## config.mk

```make
export PLATFORM = sky130hd
export DESIGN_NAME = cheshire_rt_budget_arb
export DESIGN_NICKNAME = d
export VERILOG_FILES = /design/src/rtl/cheshire_rt_budget_arb.sv
export SDC_FILE = /design/constraint.sdc
export NUM_CORES = 1
export LEC_CHECK = 0
export ABC_AREA = 1
export BUFFER_PORTS_ARGS = -buffer_cell sky130_fd_sc_hd__buf_2
export CAP_MARGIN = 20
export CORE_MARGIN = 2
export CORE_UTILIZATION = 35
export CTS_CLUSTER_DIAMETER = 30
export CTS_CLUSTER_SIZE = 25
export DETAILED_ROUTE_END_ITERATION = 10
export MAX_ROUTING_LAYER = met4
export PLACE_DENSITY = 0.59
export SYNTH_ARGS = -nofsm -noshare
export SYNTH_HDL_FRONTEND = slang
export SYNTH_SLANG_ARGS = --single-unit
```

## constraint.sdc

```tcl
create_clock -name clk_i -period 6.7 [get_ports clk_i]
set_input_delay 0.67 -clock clk_i [delete_from_list [all_inputs] [get_ports clk_i]]
set_output_delay 0.67 -clock clk_i [all_outputs]
set_load 0.02 [all_outputs]
```

## src/rtl/cheshire_rt_budget_arb.sv

```systemverilog
// Round-robin beat arbiter with per-manager budgets refilled each regulation period.
// Grant is combinational; a stalled grant (valid without ready) stays locked until it transfers.
module cheshire_rt_budget_arb #(
  parameter int NumMgr        = 4,
  parameter int BudgetWidth   = 16,
  parameter int PeriodWidth   = 16,
  parameter int DefaultBudget = 16,
  parameter int DefaultPeriod = 64,
  localparam int IdxW         = (NumMgr > 1) ? $clog2(NumMgr) : 1
) (
  input  logic                   clk_i,
  input  logic                   rst_i,
  input  logic                   enable_i,
  input  logic [NumMgr-1:0]      req_i,
  output logic [NumMgr-1:0]      gnt_o,
  output logic                   valid_o,
  input  logic                   ready_i,
  input  logic                   cfg_budget_we_i,
  input  logic [IdxW-1:0]        cfg_idx_i,
  input  logic [BudgetWidth-1:0] cfg_budget_i,
  input  logic                   cfg_period_we_i,
  input  logic [PeriodWidth-1:0] cfg_period_i,
  output logic [NumMgr-1:0]      exhausted_o
);

  logic [BudgetWidth-1:0] budget_cfg  [NumMgr];
  logic [BudgetWidth-1:0] budget_left [NumMgr];
  logic [PeriodWidth-1:0] period_q;
  logic [PeriodWidth-1:0] period_cnt;
  logic [IdxW-1:0]        rr_ptr;
  logic                   lock_q;
  logic [IdxW-1:0]        lock_idx;

  logic [NumMgr-1:0] eligible;
  logic [NumMgr-1:0] exhausted;
  logic [NumMgr-1:0] grant;
  logic [IdxW-1:0]   gidx;
  logic [IdxW-1:0]   cand;
  logic [IdxW-1:0]   next_ptr;
  logic              found;
  logic              transfer;
  logic              reload;
  logic              do_reload;

  always_comb begin
    eligible  = '0;
    exhausted = '0;
    for (int i = 0; i < NumMgr; i++) begin
      eligible[i]  = req_i[i] & (~enable_i | (budget_left[i] != '0));
      exhausted[i] = enable_i & (budget_left[i] == '0);
    end
  end

  // A held grant ignores budget; if its requester drops, fall back to a fresh search.
  always_comb begin
    found = 1'b0;
    gidx  = '0;
    cand  = '0;
    if (lock_q && req_i[lock_idx]) begin
      found = 1'b1;
      gidx  = lock_idx;
    end else begin
      for (int k = 0; k < NumMgr; k++) begin
        cand = IdxW'((int'(rr_ptr) + k) % NumMgr);
        if (!found && eligible[cand]) begin
          found = 1'b1;
          gidx  = cand;
        end
      end
    end
  end

  always_comb begin
    grant = '0;
    if (found) grant[gidx] = 1'b1;
  end

  assign gnt_o       = rst_i ? '0 : grant;
  assign valid_o     = |gnt_o;
  assign exhausted_o = rst_i ? '0 : exhausted;
  assign transfer    = valid_o & ready_i;
  assign next_ptr    = (gidx == IdxW'(NumMgr - 1)) ? '0 : gidx + IdxW'(1);
  assign reload      = (period_q == '0) || (period_cnt == period_q - PeriodWidth'(1));
  // A period rewrite restarts the count without refilling budgets.
  assign do_reload   = reload & ~cfg_period_we_i;

  always_ff @(posedge clk_i) begin
    if (rst_i) begin
      for (int i = 0; i < NumMgr; i++) begin
        budget_cfg[i]  <= BudgetWidth'(DefaultBudget);
        budget_left[i] <= BudgetWidth'(DefaultBudget);
      end
      period_q   <= PeriodWidth'(DefaultPeriod);
      period_cnt <= '0;
      rr_ptr     <= '0;
      lock_q     <= 1'b0;
      lock_idx   <= '0;
    end else begin
      if (transfer) begin
        rr_ptr <= next_ptr;
        lock_q <= 1'b0;
      end else if (valid_o) begin
        lock_q   <= 1'b1;
        lock_idx <= gidx;
      end else begin
        lock_q <= 1'b0;
      end

      if (cfg_period_we_i) begin
        period_q   <= cfg_period_i;
        period_cnt <= '0;
      end else if (reload) begin
        period_cnt <= '0;
      end else begin
        period_cnt <= period_cnt + PeriodWidth'(1);
      end

      // Refill wins over a same-cycle charge, so that beat is free.
      for (int i = 0; i < NumMgr; i++) begin
        if (do_reload) begin
          budget_left[i] <= budget_cfg[i];
        end else if (transfer && enable_i && gidx == IdxW'(i) && budget_left[i] != '0) begin
          budget_left[i] <= budget_left[i] - BudgetWidth'(1);
        end
      end

      if (cfg_budget_we_i && int'(cfg_idx_i) < NumMgr) begin
        budget_cfg[cfg_idx_i] <= cfg_budget_i;
      end
    end
  end

endmodule

```

==> metrics.md <==
| Metric | Value |
|---|---|
| Crit-path cells | `inv_1 > ha_1 > nand2_1 > nor2_1 > nand3_1 > nand3_1 > nand3_1 > a21boi_0 > nand2_2 > inv_1 > nor2_1 > nand2_1 > inv_1 > ha_1 > inv_1 > nor2_1 > o41ai_2 > inv_1 > buf_2` |
| Global-route wire length before repair | `~36,000 microns` |
| Setup Fix Bufs, Post-CTS | `0` |
| Share of cells above drive strength 1 | `between 10% and 20%` |
| Crit end category | `primary output` |
| Final wirelength | `~23,000 microns` |
| Clock transition at the registers of the reported paths | `0.08 ns` |
| Fin crit share | `70.2%` |
| Critical path's top delay family | `compound AO/OA/AOI/OAI gates` |
| Cts hold-fix bufs | `0` |
| Layout area overhead | `11.9%` |
| Htree depth | `4` |
| Antenna viol nets, final | `0` |
| Total GRT Usage | `17.0%` |
| Design area | `~11,000 sq um` |
| Synth top area cells | `edfxtp_1 (41%), nand2_1 (8.8%), dfxtp_1 (7.8%)` |
| PwrDens | `292 nW/um^2` |
| Arr. time, crit path | `approximately 4 ns` |
| Most frequent cells in the layout | `nand2_1 (222), nor2_1 (163), inv_1 (142), edfxtp_1 (128), nand3_1 (73)` |
| Initial Utilization | `35.4%` |
| Critical path depth | `19` |
| Crit Path Category | `register to primary output` |
| Die Y | `169 microns` |
| Via density | `a little under 5` |
| Post-Route Setup TNS | `0 ns` |
| DR pass1 iterations | `5` |
| Fmax | `approximately 210 MHz` |
| Max-cap violation count | `0` |
| Buf+Inv Stages, Crit Path | `6` |
| Worst hold path depth | `3` |
| Hold slack final | `between 0.4 and 0.5 ns` |
| Placed cell count | `roughly 1.5k` |
| Total power draw | `a little over 3 mW` |
| Crit-path slowest cell | `o41ai_2` |
| Crit path launch type | `register` |
| Worst vdd ir | `between 0.15 and 0.2 mV` |
| Synth cell types | `47` |
| Largest net degree at the start of global routing | `47` |
| Port Buf Inserts | `between 50 and 60` |
| Worst skew pair latency | `approximately 0.43 ns` |
| Slew of the pin with the lowest slew margin | `0.928 ns` |
| # nets final | `about 1.2k` |
| CP peak stage delay | `approximately 0.75 ns` |
| RSZ-0062 raised after global routing | `false` |
| Fin cells | `1,503` |
| Clock Path Buffers | `2` |
| Synth Warn # | `0` |
| Post-synthesis async set-or-reset flop share | `0%` |
| Crit Path Max Fanout | `5` |
| CTS buffer count | `17` |
| Die width | `between 150 and 200 microns` |
| Commonest non-fill, non-tap cell in the layout | `nand2_1` |
| Most Frequent Cell on Critical Path | `inv_1` |
| Post-Syn Area | `9480 sq um` |
| Synthesized flop and latch total | `165` |
| Die area | `28,400 sq um` |
| Final worst slack | `approximately 2 ns` |
| Clock tree sinks | `165` |
| Status | `finished, final reports clean` |
| Net Switching | `~1.1 mW` |
| Mapped Cells | `approximately 1.1k` |
| R2R cell count | `20` |
| P_leak | `about 4.3 nW` |
| Clk root buf | `clkbuf_16` |
| Min Tclk post-route | `4.70 ns` |
| Sw Share | `between 30% and 40%` |
| Reg area | `roughly 4600 sq um` |
| Core box area | `26,800 sq um` |
| Mean Syn Cell Area | `roughly 8.6 sq um` |
| Yosys top cell by area | `edfxtp_1` |
| Sequential fraction of the synthesis area | `about half` |
| Post-synth EDFFs | `around 130` |
| CP required | `about 6.0 ns` |
| Footprint of the multi-input gates | `4160 sq um` |
| Synth top area share | `roughly two fifths` |
| Final HPWL DP | `~17,000 microns` |
| Io pins | `53` |
| Drt initial violations | `slightly below 600` |
| GP Congestion | `0.881` |
| GRT overflow | `0` |
| Vias post-DR | `around 7.3k` |
| Placed instance area | `between 10,000 and 15,000 sq um` |
| Cell Int Power | `between 2 and 2.5 mW` |
| Mapped Nets | `1,162` |
| Combinational Power Share | `25.9%` |
| Min-Delay Path Class | `primary input to register` |
| Initial antenna violation count | `1` |
| Sequential power share | `~40%` |
| Layout Skew | `0.0149 ns` |
| DRC | `0` |
| Vias in the first global route | `slightly above 7k` |
| Hold Vio Cnt, Final | `0` |
| DR WL/cell | `between 15 and 20 microns` |
| Slew Limit Fails | `0` |
| Top FF cell, synth | `edfxtp_1` |
| Clock share of power | `33.0%` |
| CTS tree | `done` |
| Finished Core Util | `39.6%` |
| FP Rows | `60` |
| Fillers | `roughly 2.7k` |
| CTS resizes | `0` |
| Worst slack, placed | `1.74 ns` |
| Final setup viols | `0` |
| Slew headroom | `between 30% and 40%` |
## kinds of logic (layout without fill, tap and decap cells)
| kind of cell | count (synthesis) | in the layout | synth area share [%] |
|---|---|---|---|
| simple gates | 577 | 577 | 27.8 |
| buf+inv | 175 | 232 | 7.88 |
| flops | 165 | 165 | 48.3 |
| compound gates | 100 | 100 | 7.11 |
| xor+xnor | 73 | 73 | 7.04 |
| fa+ha+maj | 14 | 14 | 1.85 |
| other cells | 0 | 1 | 0 |
## registers in the layout, summed over array words and instances, names as in the netlist
signal	flops
budget_left	64
period_cnt	16
lock_q	1
rr_ptr	2
budget_cfg	64
period_q	16
lock_idx	2
## worst min-delay path, stage by stage
cell	delay, ns
buf_2	0.07
nand2_1	0.04
nand3_1	0.06
## metal layers
layer | global-route usage [%] | part of all wire, % | vias up
met4 | 4.87 | 1.8 | 0
met3 | 3.37 | 5.3 | 32
met2 | 27.7 | 47 | 188
li1 | - | - | 3730
met1 | 21.7 | 46 | 3326
met5 | - | 0 | -
## power by group through the flow
| stage | Sequential, mW | Clock (mW) | Combinational [mW] |
|---|---|---|---|
| finish | 1.27 | 1.02 | 0.802 |
| global route | 1.28 | 1.09 | 0.906 |
| CTS | 1.27 | 1.04 | 0.808 |
| detailed placement | 1.29 | 0 | 0.802 |
| global placement | 1.29 | 0 | 0.795 |
| floorplan | 1.27 | 0 | 0.639 |
## worst paths after layout
kind,startpoint,end,slack [ns]
min reg2reg,period_q[1]$_SDFFE_PP0P_,period_q[1]$_SDFFE_PP0P_,0.49
min,cfg_period_i[6],period_q[6]$_SDFFE_PP1P_,0.44
max reg2reg,budget_left[1][0]$_SDFFCE_PN0P_,budget_left[2][14]$_SDFFCE_PN0P_,2.03
max,budget_left[1][0]$_SDFFCE_PN0P_,valid_o,2.00
## synth_stat cells, types with 6 or more instances
cell        n
nand2_1   222
nor2_1    163
inv_1     142
edfxtp_1  128
nand3_1    73
nor3_1     42
dfxtp_1    37
o21ai_2    36
xor2_1     36
xnor2_1    34
nand4_1    29
o21ai_0    26
a21oi_1    17
clkbuf_1   15
ha_1       14
nor2_2     13
o21ai_1    12
buf_6       6
nor2_4      6
## final cells by class
cell class / count / share of cell area (%)
Antenna cell: 1 / 0.0236
Clock buffer: 17 / 4.01
Clock inverter: 15 / 1.72
Inverter: 145 / 5.18
Multi-Input combinational cell: 764 / 39.2
Sequential cell: 165 / 43.2
Tap cell: 341 / 4.02
Timing Repair Buffer: 55 / 2.66
Power figures use the tool's default switching activity.
